<file path="src/rtl/mem_arbiter_if.sv">
// mem_arbiter_if: one cache-line memory port (request side plus response side).
//
// Handshake: the requester raises read and/or write together with addr and
// wdata and holds all of them stable until it sees ready high for one cycle.
// ready is a single-cycle completion pulse; rdata is valid in that cycle.
// Dropping read/write before ready is an abort and is not a legal transfer.
//
// Modports:
//   master - drives read, write, addr, wdata; receives rdata, ready
//   slave  - receives read, write, addr, wdata; drives rdata, ready
interface mem_arbiter_if #(
  parameter int ADDR_W = 28,
  parameter int DATA_W = 128
);
  logic              read;
  logic              write;
  logic [ADDR_W-1:0] addr;
  logic [DATA_W-1:0] wdata;
  logic [DATA_W-1:0] rdata;
  logic              ready;

  modport master (
    output read, write, addr, wdata,
    input  rdata, ready
  );

  modport slave (
    input  read, write, addr, wdata,
    output rdata, ready
  );
endinterface

</file>
<file path="src/rtl/mem_arbiter.sv">
// mem_arbiter: shares the single main-memory port between the I-cache and
// D-cache miss ports. One cache owns memory at a time, the grant is held
// until memory returns ready, and a one-cycle release bubble separates
// transactions. Ties are round-robin (D_PRIO=0) or always won by the
// D-cache (D_PRIO=1).
//
// Ports:
//   clk, rst    - clock, synchronous active-high reset
//   i_mem       - I-cache port (slave modport)
//   d_mem       - D-cache port (slave modport)
//   mem         - main-memory port (master modport)
//   owner       - 00 none, 01 I-cache, 10 D-cache
//   proto_err   - sticky protocol error (abort, or ready outside a grant)
//   state_dbg   - current FSM state encoding, for observation
module mem_arbiter #(
  parameter int ADDR_W = 28,
  parameter int DATA_W = 128,
  parameter int D_PRIO = 0
) (
  input  logic                 clk,
  input  logic                 rst,
  mem_arbiter_if.slave         i_mem,
  mem_arbiter_if.slave         d_mem,
  mem_arbiter_if.master        mem,
  output logic [1:0]           owner,
  output logic                 proto_err,
  output logic [1:0]           state_dbg
);

  // Grant encodings equal the owner code, which keeps owner trivial.
  typedef enum logic [1:0] {
    S_IDLE    = 2'd0,
    S_GRANT_I = 2'd1,
    S_GRANT_D = 2'd2,
    S_RELEASE = 2'd3
  } state_t;

  localparam bit DP = (D_PRIO != 0);

  state_t state, state_nxt;
  logic   last_d, last_d_nxt;   // 1: D-cache owned the last transaction
  logic   err_set;
  logic   i_req, d_req;

  assign i_req = i_mem.read | i_mem.write;
  assign d_req = d_mem.read | d_mem.write;

  always_ff @(posedge clk) begin
    if (rst) begin
      state     <= S_IDLE;
      last_d    <= 1'b0;
      proto_err <= 1'b0;
    end else begin
      state  <= state_nxt;
      last_d <= last_d_nxt;
      if (err_set) proto_err <= 1'b1;
    end
  end

  always_comb begin
    state_nxt  = state;
    last_d_nxt = last_d;
    err_set    = 1'b0;
    case (state)
      S_IDLE: begin
        if (i_req && d_req)
          // A tie goes to D when prioritised, else to whoever did not go last.
          state_nxt = (DP || !last_d) ? S_GRANT_D : S_GRANT_I;
        else if (d_req)
          state_nxt = S_GRANT_D;
        else if (i_req)
          state_nxt = S_GRANT_I;
        if (mem.ready) err_set = 1'b1;
      end
      S_GRANT_I: begin
        if (mem.ready) begin
          state_nxt  = S_RELEASE;
          last_d_nxt = 1'b0;
        end else if (!i_req) begin
          state_nxt  = S_RELEASE;
          last_d_nxt = 1'b0;
          err_set    = 1'b1;
        end
      end
      S_GRANT_D: begin
        if (mem.ready) begin
          state_nxt  = S_RELEASE;
          last_d_nxt = 1'b1;
        end else if (!d_req) begin
          state_nxt  = S_RELEASE;
          last_d_nxt = 1'b1;
          err_set    = 1'b1;
        end
      end
      S_RELEASE: begin
        // The last owner's request is ignored here, guaranteeing memory sees
        // at least one deasserted cycle. With D priority, a pending D request
        // sends us to IDLE where D wins the tie, so I only slips in from here
        // while D is quiet.
        if (last_d)
          state_nxt = (i_req && !(DP && d_req)) ? S_GRANT_I : S_IDLE;
        else
          state_nxt = d_req ? S_GRANT_D : S_IDLE;
        if (mem.ready) err_set = 1'b1;
      end
      default: state_nxt = S_IDLE;
    endcase
  end

  // Forwarding depends on state only for selection, so mem_ready never
  // reaches the memory request outputs combinationally.
  always_comb begin
    mem.read    = 1'b0;
    mem.write   = 1'b0;
    mem.addr    = '0;
    mem.wdata   = '0;
    i_mem.ready = 1'b0;
    d_mem.ready = 1'b0;
    case (state)
      S_GRANT_I: begin
        mem.read    = i_mem.read;
        mem.write   = i_mem.write;
        mem.addr    = i_mem.addr;
        mem.wdata   = i_mem.wdata;
        i_mem.ready = mem.ready;
      end
      S_GRANT_D: begin
        mem.read    = d_mem.read;
        mem.write   = d_mem.write;
        mem.addr    = d_mem.addr;
        mem.wdata   = d_mem.wdata;
        d_mem.ready = mem.ready;
      end
      default: ;
    endcase
  end

  assign i_mem.rdata = mem.rdata;
  assign d_mem.rdata = mem.rdata;

  assign owner     = (state == S_GRANT_I) ? 2'b01 :
                     (state == S_GRANT_D) ? 2'b10 : 2'b00;
  assign state_dbg = state;

endmodule
</file>
<file path="src/flat_wrapper.sv">
// flat-port wrapper written by rule: the top's interface ports become plain ports
module mem_arbiter_flat 
#(
  parameter int ADDR_W = 28,
  parameter int DATA_W = 128,
  parameter int D_PRIO = 0
)
  (clk, rst, owner, proto_err, state_dbg, i_mem_read, i_mem_write, i_mem_addr, i_mem_wdata, i_mem_rdata, i_mem_ready, d_mem_read, d_mem_write, d_mem_addr, d_mem_wdata, d_mem_rdata, d_mem_ready, mem_read, mem_write, mem_addr, mem_wdata, mem_rdata, mem_ready);
  mem_arbiter_if #(.ADDR_W(ADDR_W), .DATA_W(DATA_W)) i_mem_i ();
  mem_arbiter_if #(.ADDR_W(ADDR_W), .DATA_W(DATA_W)) d_mem_i ();
  mem_arbiter_if #(.ADDR_W(ADDR_W), .DATA_W(DATA_W)) mem_i ();
  input  logic clk;
  input  logic rst;
  output logic [1:0] owner;
  output logic proto_err;
  output logic [1:0] state_dbg;
  input wire logic [$bits(i_mem_i.read)-1:0] i_mem_read;
  input wire logic [$bits(i_mem_i.write)-1:0] i_mem_write;
  input wire logic [$bits(i_mem_i.addr)-1:0] i_mem_addr;
  input wire logic [$bits(i_mem_i.wdata)-1:0] i_mem_wdata;
  output wire logic [$bits(i_mem_i.rdata)-1:0] i_mem_rdata;
  output wire logic [$bits(i_mem_i.ready)-1:0] i_mem_ready;
  input wire logic [$bits(d_mem_i.read)-1:0] d_mem_read;
  input wire logic [$bits(d_mem_i.write)-1:0] d_mem_write;
  input wire logic [$bits(d_mem_i.addr)-1:0] d_mem_addr;
  input wire logic [$bits(d_mem_i.wdata)-1:0] d_mem_wdata;
  output wire logic [$bits(d_mem_i.rdata)-1:0] d_mem_rdata;
  output wire logic [$bits(d_mem_i.ready)-1:0] d_mem_ready;
  output wire logic [$bits(mem_i.read)-1:0] mem_read;
  output wire logic [$bits(mem_i.write)-1:0] mem_write;
  output wire logic [$bits(mem_i.addr)-1:0] mem_addr;
  output wire logic [$bits(mem_i.wdata)-1:0] mem_wdata;
  input wire logic [$bits(mem_i.rdata)-1:0] mem_rdata;
  input wire logic [$bits(mem_i.ready)-1:0] mem_ready;
  assign i_mem_i.read = i_mem_read;
  assign i_mem_i.write = i_mem_write;
  assign i_mem_i.addr = i_mem_addr;
  assign i_mem_i.wdata = i_mem_wdata;
  assign i_mem_rdata = i_mem_i.rdata;
  assign i_mem_ready = i_mem_i.ready;
  assign d_mem_i.read = d_mem_read;
  assign d_mem_i.write = d_mem_write;
  assign d_mem_i.addr = d_mem_addr;
  assign d_mem_i.wdata = d_mem_wdata;
  assign d_mem_rdata = d_mem_i.rdata;
  assign d_mem_ready = d_mem_i.ready;
  assign mem_read = mem_i.read;
  assign mem_write = mem_i.write;
  assign mem_addr = mem_i.addr;
  assign mem_wdata = mem_i.wdata;
  assign mem_i.rdata = mem_rdata;
  assign mem_i.ready = mem_ready;
  mem_arbiter #(.ADDR_W(ADDR_W), .DATA_W(DATA_W), .D_PRIO(D_PRIO)) u_core (.clk(clk), .rst(rst), .i_mem(i_mem_i), .d_mem(d_mem_i), .mem(mem_i), .owner(owner), .proto_err(proto_err), .state_dbg(state_dbg));
endmodule
</file>
<file path="config.mk">
export PLATFORM = sky130hd
export DESIGN_NAME = mem_arbiter_flat
export DESIGN_NICKNAME = d
export VERILOG_FILES = /design/src/rtl/mem_arbiter_if.sv /design/src/rtl/mem_arbiter.sv /design/src/flat_wrapper.sv
export SDC_FILE = /design/constraint.sdc
export NUM_CORES = 1
export LEC_CHECK = 0
export BUFFER_PORTS_ARGS = -buffer_cell sky130_fd_sc_hd__buf_2
export CORE_AREA = 2 2 337 339
export CTS_CLUSTER_SIZE = 12
export DETAILED_ROUTE_END_ITERATION = 6
export DIE_AREA = 0 0 339 341
export PLACE_DENSITY = 0.3
export SYNTH_ARGS = -nofsm -noshare
export SYNTH_HDL_FRONTEND = slang
export SYNTH_SLANG_ARGS = --single-unit
</file>
<file path="constraint.sdc">
create_clock -name clk -period 1.4 [get_ports clk]
set_input_delay 0 -clock clk [delete_from_list [all_inputs] [get_ports clk]]
set_output_delay 0 -clock clk [all_outputs]
set_load 0.02 [all_outputs]
</file>
# ---- Word-level counts from Yosys, hierarchy flattened
# Cells that the tools add are included.
dict set report word_totals {
  in_bits 447
  wordCells 48
  regBits 4
  out_inout_bits 421
}
dict set report classes {
  n_bitwise 2
  reduce_logical 6
  n_mux 31
  eq_ne 6
}
# op n
set ops {}
lappend ops {{128-bit one-hot mux with 2 select lines} 1}
lappend ops {{28-bit one-hot mux with 2 select lines} 1}
lappend ops {{2-bit 2-to-1 mux} 12}
lappend ops {{1-bit 2-to-1 mux} 12}
lappend ops {{2-bit one-hot mux with 4 select lines} 1}
lappend ops {{3-bit inequality test (second input constant)} 2}
lappend ops {{1-bit one-hot mux with 2 select lines} 3}
lappend ops {{3-bit AND reduction} 2}
lappend ops {{2-bit equality test (second input constant)} 2}
lappend ops {{4-bit by 1-bit inequality test with 1-bit output (second input constant)} 1}
lappend ops {{1-bit one-hot mux with 3 select lines} 1}
lappend ops {{2-bit by 1-bit equality test with 1-bit output (second input constant)} 1}
lappend ops {{2-bit logical NOT} 1}
lappend ops {{1-bit bitwise OR} 2}
lappend ops {{2-bit nonzero test} 1}
lappend ops {{2-bit OR reduction} 1}
lappend ops {{1-bit logical AND} 1}

# ---- Depth between registers and ports, before layout
dict set report logic_depth {
  ltp_word 5
  depth_mapped 7
  depth_no_buf 6
}

# ---- Least setup slack after synthesis
# No wires, ideal clock.
dict set report synth_path {
  path_kind {reg2out}
  start {reg u_core.state[0], in the netlist u_core.state_dbg[0]}
  end {out mem_wdata[100]}
  setup_slack_ps -394
  n_path_buf 3
  t_required_ps 1400
  t_arrival_ps 1794
  stages_incl_launch_ff 7
  path_cell_list {dfxtp_1 > inv_1 > ha_1 > buf_2 > buf_2 > clkbuf_1 > nor2b_1}
}
dict set report synth_via {
  elab_chain_len 2
  word_cells_on_any_way 3
}
# item line_no
set synth_lines {}
lappend synth_lines {{start: declaration} mem_arbiter.sv:40} ;# state_t state, state_nxt;
lappend synth_lines {{start signal: assignment} mem_arbiter.sv:54} ;# state <= state_nxt;
lappend synth_lines {{2-bit equality test / 2-bit by 1-bit equality test with 1-bit output (equally long branches)} mem_arbiter.sv:119} ;# case (state)
lappend synth_lines {{128-bit one-hot mux with 2 select lines (*)} mem_arbiter.sv:119}
lappend synth_lines {{end: declaration} flat_wrapper.sv:32} ;# output wire logic [$bits(mem_i.wdata)-1:0] mem_wdata;
# Every way passes the cells marked *; elsewhere a longest branch is shown, timed or not.

# ---- Final worst setup path
dict set report layout_path {
  start {reg u_core.state[0], in the netlist u_core.state_dbg[0]}
  end {out mem_addr[25]}
}
dict set report layout_via {
  elab_chain_len 2
  word_cells_on_any_way 3
}
# item line_no
set layout_lines {}
lappend layout_lines {{2-bit equality test / 2-bit by 1-bit equality test with 1-bit output (equally long branches)} mem_arbiter.sv:119}
lappend layout_lines {{28-bit one-hot mux with 2 select lines (*)} mem_arbiter.sv:119}
lappend layout_lines {{end: declaration} flat_wrapper.sv:31} ;# output wire logic [$bits(mem_i.addr)-1:0] mem_addr;
# Marked as above.

==> flow_metrics.py <==
metrics = {
    "run_status": {
        "status": "complete, but fails checks",
        "violations": "negative setup slack",
    },
    "timing": {
        "setup_ws_ps": -419,
        "slew_headroom": 0.701,
        "rsz0062_at_grt": "true",
        "finClkSkew_ps": 1.87,
        "period_share": 1.30,
        "drv_slew": 0,
        "setup_viol": 166,
        "finalSetupTns_ps": -50290,
        "clock.fmax_mhz": 550,
        "hold_viol": 0,
        "tightest_slew_ps": 448,
        "finalCriticalPeriod_ps": 1820,
    },
    "cts": {
        "h-tree-depth": 1,
        "cts_max_path_buffers": 2,
        "clkTransAtPathRegs_ps": 30,
        "cts.sinks": 4,
        "ctsHoldBuffers": 0,
        "insertion_delay_ps": 220,
        "cts_tree": "built",
        "cts_root_buffer": "clkbuf_16",
        "cts_buffers": 3,
    },
    "synth": {
        "synthTopCellsByArea": "buf_4 (41%), a22oi_1 (25%), nor2b_1 (21%)",
        "yosysUniqueCellTypes": 23,
        "yosysWarnings": 0,
        "synth.top_cell.area_share": 0.410,
        "yosysTopAreaCell": "buf_4",
        "ys_ff_latch": 4,
        "ys_seq_area_frac": 0.0170,
        "syn_area_sq_um": 4710,
        "syn_inst": 671,
        "syn-num-nets": 1124,
        "syn_area_per_cell_sq_um": 7.02,
    },
    "route": {
        "drt_first_pass_iters": 4,
        "drt_wl_total_mm": 42.3,
        "dr_total_vias": 6123,
        "initialDrtViolationCount": 94,
        "wl_per_cell_um": 17.0,
        "drc_errors": 0,
        "detail-route-antenna-nets": 0,
        "vias_per_cell": 2.45,
    },
    "critical_path": {
        "crit_path_cell_trace": "inv_4 > ha_4 > buf_8 > buf_16 > buf_16 > buf_6 > a22oi_2 > nor2b_2 > buf_6",
        "worst-path-buf-inv": 6,
        "cp_max_fo": 7,
        "r2r-start": "u_core.state_dbg[0]$_SDFFE_PP0P_",
        "cp.arrival_ps": 1820,
        "cp-end-kind": "primary output",
        "crit_start": "u_core.state_dbg[0]$_SDFFE_PP0P_",
        "cp_top_family": "buffers and inverters",
        "critical_path_class": "flop to primary output",
        "r2r_slack_ps": -310,
        "critPathMaxStageDelay_ps": 350,
        "cp.required_ps": 1400,
        "startpoint_type": "flop",
        "slowest_stage": "dfxtp_4",
    },
    "min_path": {
        "hold_path_startpoint": "mem_rdata[103]",
        "min_path_type": "primary input to primary output",
    },
    "layout": {
        "syn_to_final_growth_pct": 152,
        "drive_gt1_frac": 0.955,
        "stdcell_count": 2496,
        "fin_nets": 1441,
        "layout_commonest_cell": "buf_2",
        "layout_common_cells": "buf_2 (326), a22oi_2 (159), buf_6 (159)",
        "fin_area_sq_um": 11900,
    },
    "die": {
        "rows": 123,
        "die_area_sq_um": 116000,
        "fp.dieW_um": 339,
        "ios": 868,
        "start_util": 0.0421,
        "core_sq_um": 112000,
        "die_h_um": 341,
    },
    "power_and_ir_drop": {
        "finalPower_mw": 27.9,
        "irDropWorstVdd_uv": 1100,
        "p_per_area_nw_per_um2": 2350,
        "p_leak_nw": 4.43,
    },
    "place": {
        "place_area_sq_um": 8780,
        "dp_cells": 2421,
        "gp_congestion": 0.761,
        "io_buffers": 483,
        "dp_hpwl_mm": 31.8,
    },
    "grt": {
        "grt_pass1_vias": 6466,
        "antenna_found_initial": 24,
        "grt_start_max_net_pins": 23,
        "overflow": 0,
        "grt_util_all_layers": 0.0651,
        "grt_pass1_wl_mm": 52.8,
    },
    "flow_run": {
        "maxCapViolations": 0,
    },
}
synthesized netlist by cell type, drive strengths merged:
cell / n
o211ai: 1
o21ai: 5
dfxtp: 4
a21o: 1
a21oi: 3
o221a: 1
a2bb2oi: 2
nor2: 7
a221o: 1
inv: 4
a311oi: 1
ha: 6
o21a: 2
and3: 1
nand3: 1
buf: 294
a22oi: 159
clkbuf: 17
nor2b: 159
and2: 2
final cells by class:
| type | instances | area, sq um |
|---|---|---|
| well taps | 1500 | 1880 |
| flip-flops and latches | 4 | 87.6 |
| inverters | 4 | 20.0 |
| repair buffers | 623 | 5540 |
| multi-input cells | 352 | 4250 |
| clock buffers | 4 | 78.8 |
| diodes | 9 | 22.5 |
| fillers | 13000 | 100000 |
power by group:
part	switching (mW)	leakage (nW)	internal (mW)
clock	0.0816	0.0382	0.376
sequential	0.0611	0.0344	0.180
combinational	12.0	4.36	15.1
per-stage QoR:
step / worst slack, ps / utilization / hold slack (ps)
after floorplan: -74.9 / - / 62.4
after detailed placement: -432 / 0.0785 / 0.200
final: -419 / 0.106 / 0.00906
after global placement: -418 / 0.0785 / 0.200
after global routing: -477 / 0.106 / 0.0441
after CTS: -449 / 0.0969 / 0.200
timing repair:
item,in CTS,in global routing
pin swaps,54,82
gates cloned,14,9
setup endpoints to repair,165,166
resized for setup,377,197
buffers inserted,26,22
path summary, 6_finish.rpt:
check,end,cells after the start
worst max-delay path,mem_addr[25],9
worst min-delay path,i_mem_rdata[103],0
worst max register to register,u_core.proto_err$_SDFFE_PP0P_,9
worst min register to register,u_core.proto_err$_SDFFE_PP0P_,2
cells by family after synthesis:
kind of cell | synth area share
buffers and inverters | 0.467
AOI/OAI and AO/OA | 0.278
and+or+nand+nor | 0.222
adders and majority gates | 0.0159
DFF | 0.0170
state kept, by name, indices dropped and copies added, names as in the netlist:
signal	flops
u_core.last_d	1
u_core.state_dbg	2
u_core.proto_err	1
routing by layer:
layer,GRT usage,up-vias,share of wire
li1,-,2715,-
met1,0.0735,2778,0.39
met2,0.105,490,0.45
met3,0.0274,124,0.096
met4,0.0318,16,0.057
met5,0,-,0.0022
(Power assumes the default switching activity.)
